===== config.mk =====
export PLATFORM = sky130hd
export DESIGN_NAME = ps2_kbd_cmd_sequencer
export DESIGN_NICKNAME = d
export VERILOG_FILES = /design/src/rtl/ps2_kbd_cmd_sequencer.sv
export SDC_FILE = /design/constraint.sdc
export NUM_CORES = 1
export LEC_CHECK = 0
export CAP_MARGIN = 5
export CELL_PAD_IN_SITES_DETAIL_PLACEMENT = 0
export CELL_PAD_IN_SITES_GLOBAL_PLACEMENT = 1
export CORE_ASPECT_RATIO = 1.25
export CORE_UTILIZATION = 36
export CTS_CLUSTER_SIZE = 40
export DETAILED_ROUTE_END_ITERATION = 6
export PLACE_DENSITY = 0.73
export SYNTH_ARGS = -nofsm -noshare
export SYNTH_HDL_FRONTEND = slang
export SYNTH_SLANG_ARGS = --single-unit

===== constraint.sdc =====
create_clock -name CLOCK_50 -period 2 [get_ports CLOCK_50]
set_input_delay 0.6 -clock CLOCK_50 [delete_from_list [all_inputs] [get_ports CLOCK_50]]
set_output_delay 0.6 -clock CLOCK_50 [all_outputs]
set_load 0.05 [all_outputs]

===== src/rtl/ps2_kbd_cmd_sequencer.sv =====
// ps2_kbd_cmd_sequencer: host-to-keyboard LED/reset command sequencer driving PS2_Controller's transmit side
// Ports:
//   CLOCK_50, reset                 clock, synchronous active-high reset
//   led_req, led_bits               LED update request pulse, {caps, num, scroll}
//   kbd_rst_req                     keyboard reset (0xFF) request pulse
//   received_data, received_data_en keyboard byte and its one-cycle valid
//   command_was_sent                transmitter finished the byte
//   error_communication_timed_out   transmitter gave up on the line
//   the_command, send_command       byte to send and held send request
//   rx_filter                       keyboard response expected; parser drops bytes
//   busy, done, err, err_code       status (err_code 1=line, 2=no response, 3=retries/BAT fail)
//   leds_applied                    last LED value the keyboard acknowledged
module ps2_kbd_cmd_sequencer #(
   parameter int ACK_TIMEOUT = 1000000,
   parameter int BAT_TIMEOUT = 50000000,
   parameter int MAX_RETRY   = 3
) (
   input  logic       CLOCK_50,
   input  logic       reset,
   input  logic       led_req,
   input  logic [2:0] led_bits,
   input  logic       kbd_rst_req,
   input  logic [7:0] received_data,
   input  logic       received_data_en,
   input  logic       command_was_sent,
   input  logic       error_communication_timed_out,
   output logic [7:0] the_command,
   output logic       send_command,
   output logic       rx_filter,
   output logic       busy,
   output logic       done,
   output logic       err,
   output logic [1:0] err_code,
   output logic [2:0] leds_applied
);
   localparam int TW = $clog2(BAT_TIMEOUT > ACK_TIMEOUT ? BAT_TIMEOUT : ACK_TIMEOUT) + 1;
   localparam int RW = $clog2(MAX_RETRY + 1) + 1;
   localparam logic [TW-1:0] ACK_LAST  = TW'(ACK_TIMEOUT - 1);
   localparam logic [TW-1:0] BAT_LAST  = TW'(BAT_TIMEOUT - 1);
   localparam logic [RW-1:0] RETRY_MAX = RW'(MAX_RETRY);
   typedef enum logic [2:0] {IDLE, SEND, WAIT_ACK, WAIT_BAT, DONE, FAIL} state_t;
   state_t        r_state, w_next;
   logic          r_led_pend, r_rst_pend, r_is_rst, r_idx;
   logic [2:0]    r_led_bits, r_snap;
   logic [RW-1:0] r_retry;
   logic [TW-1:0] r_timer;
   logic [1:0]    w_code;
   logic          w_ack, w_nack, w_bat_ok, w_bat_bad, w_start;
   assign w_ack       = received_data_en && received_data == 8'hFA;
   assign w_nack      = received_data_en && received_data == 8'hFE;
   assign w_bat_ok    = received_data_en && received_data == 8'hAA;
   assign w_bat_bad   = received_data_en && received_data == 8'hFC;
   assign w_start     = r_state == IDLE && w_next == SEND;
   assign the_command = r_state != SEND ? 8'h00 : r_is_rst ? 8'hFF : r_idx ? {5'b0, r_snap} : 8'hED;
   assign send_command = r_state == SEND;
   assign rx_filter   = r_state == WAIT_ACK || r_state == WAIT_BAT;
   assign busy        = r_state != IDLE;
   assign done        = r_state == DONE;
   assign err         = r_state == FAIL;
   // A recognised response byte takes priority over a timer expiry on the same cycle.
   always_comb begin
      w_next = r_state;
      w_code = err_code;
      case (r_state)
         IDLE: begin
            w_next = (r_rst_pend || r_led_pend) ? SEND : IDLE;
            w_code = (r_rst_pend || r_led_pend) ? 2'd0 : err_code;
         end
         SEND: begin
            w_next = command_was_sent ? WAIT_ACK : error_communication_timed_out ? FAIL : SEND;
            w_code = (!command_was_sent && error_communication_timed_out) ? 2'd1 : err_code;
         end
         WAIT_ACK: begin
            if (w_ack) w_next = r_is_rst ? WAIT_BAT : r_idx ? DONE : SEND;
            else if (w_nack) begin
               w_next = r_retry < RETRY_MAX ? SEND : FAIL;
               w_code = r_retry < RETRY_MAX ? err_code : 2'd3;
            end else if (r_timer == ACK_LAST) begin
               w_next = FAIL;
               w_code = 2'd2;
            end
         end
         WAIT_BAT: begin
            if (w_bat_ok) w_next = DONE;
            else if (w_bat_bad || r_timer == BAT_LAST) begin
               w_next = FAIL;
               w_code = w_bat_bad ? 2'd3 : 2'd2;
            end
         end
         default: w_next = IDLE;
      endcase
   end
   always_ff @(posedge CLOCK_50) begin
      if (reset) begin
         r_state      <= IDLE;
         r_led_pend   <= 1'b0;
         r_rst_pend   <= 1'b0;
         r_is_rst     <= 1'b0;
         r_idx        <= 1'b0;
         r_led_bits   <= 3'b0;
         r_snap       <= 3'b0;
         r_retry      <= '0;
         r_timer      <= '0;
         err_code     <= 2'd0;
         leds_applied <= 3'b0;
      end else begin
         r_state  <= w_next;
         err_code <= w_code;
         // timer runs only while parked in a wait state; any state change restarts it
         r_timer  <= (w_next == r_state && rx_filter) ? r_timer + 1'b1 : '0;
         if (w_start) begin
            r_is_rst <= r_rst_pend;
            r_snap   <= r_led_bits;
            r_idx    <= 1'b0;
            r_retry  <= '0;
         end
         if (r_state == WAIT_ACK && w_ack) begin
            r_idx   <= 1'b1;
            r_retry <= '0;
         end
         if (r_state == WAIT_ACK && w_nack) r_retry <= r_retry + 1'b1;
         if (w_next == DONE) leds_applied <= r_is_rst ? 3'b0 : r_snap;
         // a request arriving on the cycle its pend is consumed stays pending
         r_rst_pend <= kbd_rst_req || (r_rst_pend && !w_start);
         r_led_pend <= led_req || (r_led_pend && !(w_start && !r_rst_pend));
         if (led_req) r_led_bits <= led_bits;
      end
   end
endmodule


== After elaboration in Yosys (flattened, before gate mapping) ==
Cells that the tools add are included.

* Register bits: 48
* Bits of input ports: 18
* Output and inout port bits: 18
* Word-level logic and storage cells: 96

* $add $sub $neg: 2
* Order comparisons: 1
* Equal/unequal tests: 22
* Mux-type cells: 31
* Bitwise logic cells: 1
* Reductions and logical operators: 28

{| class="wikitable"
|+ Operators by type and width
! kind !! number
|-
| two-way mux 3 bit || 14
|-
| equality test 8 bit (second input constant) || 4
|-
| adder 27 x 1 -> 27 bit (second input constant) || 1
|-
| equality test 27 x 20 -> 1 bit (second input constant) || 1
|-
| equality test 27 x 26 -> 1 bit (second input constant) || 1
|-
| two-way mux 8 bit || 3
|-
| two-way mux 2 bit || 8
|-
| logical AND 1 bit || 12
|-
| case mux 3 bit (4 select lines) || 1
|-
| equality test 3 bit (second input constant) || 3
|-
| case mux 2 bit (4 select lines) || 1
|-
| AND reduction 8 bit || 1
|-
| equality test 3 x 1 -> 1 bit (second input constant) || 2
|-
| equality test 3 x 2 -> 1 bit (second input constant) || 2
|-
| inequality test 2 x 1 -> 1 bit (second input constant) || 3
|-
| nonzero test 3 bit || 2
|-
| logical OR 1 bit || 5
|-
| logical NOT 1 bit || 4
|-
| two-way mux 1 bit || 4
|-
| inequality test 2 bit (second input constant) || 2
|-
| nonzero test 4 bit || 1
|-
| adder 3 x 1 -> 3 bit (second input constant) || 1
|-
| equality test 3 bit || 1
|-
| logical NOT 3 bit || 1
|-
| other kinds (7) || 7
|}

== Logic depth before layout (Yosys ltp) ==
* Depth in word-level cells: 12
* Gate-level depth with buffers: 10

== Worst setup path after synthesis ==
OpenSTA, ideal clock, no wires.

* Path type: register to register
* Start: register r_state[1]
* End: register leds_applied[0]
* Setup time: 0.101 ns
* Data arrival time: 2.135 ns
* Setup slack: -0.236 ns
* Stages on the path, launching flop included: 9
* Buffers on the path: 1
* Cell sequence: dfxtp_1 -> buf_2 -> nor2b_1 -> nand2_1 -> a2111oi_1 -> nand3b_1 -> or3_4 -> o21ai_0 -> o41ai_1

* Word-level cells in the longest chain between the ends: 5

{| class="wikitable"
|+ Ends and longest elaborated chain
! element !! RTL line !! RTL
|-
| start: declaration || 42 || <nowiki>state_t r_state, w_next;</nowiki>
|-
| start signal: assignment || 107 || <nowiki>r_state <= w_next;</nowiki>
|-
| two-way mux 3 bit || 78 || <nowiki>end else if (r_timer == ACK_LAST) begin</nowiki>
|-
| two-way mux 3 bit || 75 || <nowiki>else if (w_nack) begin</nowiki>
|-
| two-way mux 3 bit || 74 || <nowiki>if (w_ack) w_next = r_is_rst ? WAIT_BAT : r_idx ? DONE : SEND;</nowiki>
|-
| case mux 3 bit (4 select lines) (*) || 64 || <nowiki>case (r_state)</nowiki>
|-
| equality test 3 bit (*) || 122 || <nowiki>if (w_next == DONE) leds_applied <= r_is_rst ? 3'b0 : r_snap;</nowiki>
|-
| end signal: assignment || 122 ||
|-
| end: declaration || 34 || <nowiki>output logic [2:0] leds_applied</nowiki>
|}

Mark *: on every way between the ends. The rest lies on a longest branch, timed or not.
A chain may end at the register's enable or synchronous reset.

== Worst setup path after layout ==
* Start: register r_timer[0]
* End: register r_timer[19]

* Word-level cells in the longest chain between the ends: 9

{| class="wikitable"
|+ Ends and longest elaborated chain
! element !! RTL line !! RTL
|-
| start: declaration || 46 || <nowiki>logic [TW-1:0] r_timer;</nowiki>
|-
| start signal: assignment || 110 || <nowiki>r_timer <= (w_next == r_state && rx_filter) ? r_timer + 1'b1 : '0;</nowiki>
|-
| equality test 27 x 20 -> 1 bit or equality test 27 x 26 -> 1 bit (tied branches) || 78, 85 ||
|-
| two-way mux 3 bit or logical OR 1 bit (tied branches) || 78, 85 ||
|-
| two-way mux 3 bit, on equally long branches || 75, 85 ||
|-
| two-way mux 3 bit, on equally long branches || 74, 84 ||
|-
| case mux 3 bit (4 select lines) || 64 ||
|-
| equality test 3 bit || 110 ||
|-
| logical AND 1 bit || 110 ||
|-
| NOT 1 bit (no source line) || -- ||
|-
| OR reduction 2 bit (no source line) || -- ||
|}

Parallel ways exist; a longest one is shown, timed or not.

==> run summary <==
Pwr/cell area: 574 nW/um2
CP required: 2240 ps
Crit share post-route: 1.08
DR DRC count: 0
Global Route met1 Usage: 0.204
R2r setup slk: -170 ps
Synth Area in XOR/XNOR: 0.0895
Share of synthesized area spent on multiplexers: 0.0332
Tmin final: 2170 ps
Clock skew: 7.14 ps
Kind of critical path: reg -> reg
Max clock buf depth: 2
CP Capture Type: flop
Starting Density: 0.373
Reg2reg start: r_timer[0]
Half-perimeter wire length after placement: 4540 um
Largest net degree at the start of global routing: 28
Crit path setup slack, layout: -166 ps
MaxCap Viol Count: 0
ANT nets after route: 0
GR met3 Demand/Resource: 0.0354
CTS H-tree lvls: 2
Worst path most repeated cell: nor3_4
Top Usage Layer GRT: met2
Vias: 2421
Status: finished with violations
Endpoints failing setup: 31
Aggregate global-route resource usage: 0.188
# diodes: 0
Cell area after synthesis: 2450 um2
Leading cell type in the layout, fill and taps excluded: buf_4
Yosys reg bits: 48
First DRT Iteration DRCs: 43
Crit path max-delay family: simple AND/OR/NAND/NOR gates
Most frequent cells in the layout: buf_4 (70), dfxtp_1 (39), nor2_1 (36)
RSZ-0062 raised after global routing: yes
# fillers: 552
CP bufs+invs: 3
Critical-path cell with the highest stage delay: or4_4
Reg-to-reg endpoint: r_timer[19]
Routability congestion estimate: 0.767
Final-report max-slew violation count: 0
Register area: 972 um2
Drt total wl: 6760 um
First-pass GRT wire length: 10100 um
CTS sink cnt: 48
Vias in the first global route: 2311
CP arrival: 2410 ps
Pleak: 1.57 nW
Comb power frac: 0.258
FMAX: 462 MHz
CTS tree: built
Failing checks: negative setup slack
Placed inst area: 3410 um2
Placed cell count: 455
Final Non-Filler Cells: 477
Syn Nets: 305
Final nets: 409
Worst hold slack: 487 ps
Drt via density: 5.08
Worst Hold Class: reg -> reg
Worst VDD drop: 0.423 mV
Worst R2R Path Depth: 11
Clock power frac: 0.315
Worst-Skew Late Latency: 310 ps
Worst setup path endpoint: r_timer[19]
Antenna violations before repair: 0
Critical path fanouts, max: 7
Synth Area in Adders: 0.0102
Input/output buffers: 35
Synth warn: 0
Main combinational cell family by area after synthesis: simple AND/OR/NAND/NOR gates
I/O pin cnt: 36
Clock transition at path regs: 100 ps
Synth Area in Compound Gates: 0.0982
Row count: 33
Post-synthesis simple-gate area fraction: 0.331
Die Y-Extent: 94.2 um
Slew margin rel.: 0.660
Area of the multi-input gates: 1760 um2
Drt pass-1 iters: 4
Worst setup path startpoint: r_timer[0]
Grt total ovfl: 0
Layout cell share with drive strength beyond 1: 0.479
Final setup TNS: -3840 ps
Switching share of power: 0.299
Async set-reset flop share out of synthesis: 0
Count of different cell masters after synthesis: 55
Total die area: 7130 um2
Fin area: 4060 um2
Top_reg_cell synth: dfxtp_1
GR Layer Usage met2: 0.344
Register share of total power: 0.426
Worst Tran Pin Value: 510 ps
Post-synth EDFFs: 0
Seq/Total Area, Yosys: 0.393
Root buffer cell: clkbuf_8
Cell-internal power: 1.63 mW
Synthesized instance count: 285
Wire per inst: 14.2 um
Startpoint type of the worst setup path: flop
Final hold violations: 0
Slowest stage delay, CP: 510 ps
Avg Cell Area, Syn: 8.58 um2
Num CTS Buffers: 5
Cts hold-fix bufs: 0
Psw: 697 uW
CP Cell Sequence: ha_4, and2_4, nand4_1, buf_4, nor3_4, buf_6, nor3_4, a21oi_2, or4_4, clkbuf_16, nor2_4
Core region area: 6570 um2
Area added between synthesis and finish: 66.0%
Die X: 75.7 um
Worst path depth: 11
worst min-delay path: cells and delay by family, from the launching register on:
| kind | cells | cell delay (ps) |
|---|---|---|
| flops | 1 | 330 |
| compound gates | 1 | 60 |
| buf+inv | 1 | 50 |
Yosys cell counts (4+ instances only):
cell type   n  share of area
nor2_1     61          0.094
inv_1      10          0.015
nor2b_1     4          0.010
nand2b_1    5          0.013
xor2_1     14          0.050
and3_1      5          0.013
nor4_1      4          0.010
o41ai_1     4          0.014
a21oi_1    13          0.027
nand4_1     9          0.023
mux2i_1     7          0.029
dfxtp_1    48           0.39
o21ai_0     5          0.010
nor3_1      5          0.010
nand2_1    15          0.023
nand3_1     9          0.018
and2_1      4          0.010
xnor2_1    11          0.039
cell type report:
| cell class | instances | share of cell area |
|---|---|---|
| clock buffer | 5 | 0.0169 |
| clock inverter | 3 | 0.0114 |
| inverter | 10 | 0.0102 |
| multi-input combinational | 216 | 0.435 |
| sequential | 48 | 0.239 |
| tap | 87 | 0.0268 |
| timing repair buffer | 108 | 0.261 |
per-stage QoR:
step	util	total power [mW]	worst slack (ps)
floorplan	-	1.29	-147
global route	0.618	2.44	-267
CTS	0.565	2.31	-95.1
detailed placement	0.520	1.53	-747
global placement	0.520	1.53	-693
finish	0.618	2.33	-166
how the worst min path moves through the flow:
| stage | start | depth (start not counted) | endpoint | slack (ps) |
|---|---|---|---|---|
| global route | err_code[1] | 2 | err_code[1] | 520 |
| floorplan | r_timer[0] | 1 | r_timer[0] | 420 |
| finish | err_code[1] | 2 | err_code[1] | 490 |
| CTS | r_led_pend | 2 | r_led_pend | 490 |
| detailed placement | r_led_pend | 2 | r_led_pend | 470 |
| global placement | err_code[1] | 2 | err_code[1] | 460 |
sequential cells by signal, indices dropped and copies added (netlist names):
name	flops
r_led_pend	1
r_is_rst	1
r_rst_pend	1
err_code	2
r_timer	27
r_led_bits	3
r_state	3
leds_applied	3
r_retry	3
r_idx	1
r_snap	3
cells by family (layout without fill, tap and decap cells):
family / count (synthesis) / after routing
adders and majority gates: 2 / 2
xor gates and xnor gates: 25 / 25
and+or+nand+nor: 145 / 145
buffers and inverters: 21 / 126
muxes: 8 / 8
AOI/OAI and AO/OA: 36 / 36
DFF: 48 / 48
power groups by stage:
stage                     sequential (mW)  combinational [mW]  clock, mW
after floorplan                      1.03               0.262          0
after global placement               1.01               0.513          0
after detailed placement             1.01               0.517          0
after CTS                           0.992               0.552      0.763
after global routing                0.998               0.640      0.802
final                               0.994               0.602      0.735
what timing repair did:
| item | in CTS | in global routing |
|---|---|---|
| resized for setup | 63 | 67 |
| pin swaps | 16 | 28 |
| endpoints found under the setup margin | 45 | 39 |
| gates cloned | 0 | 3 |
| buffers inserted | 5 | 6 |
metal layers:
metal	wire, um	share of wire
met2	3770	0.56
met3	213	0.031
met4	118	0.017
met5	0	0
met1	2670	0.39
(Power assumes the default switching activity.)
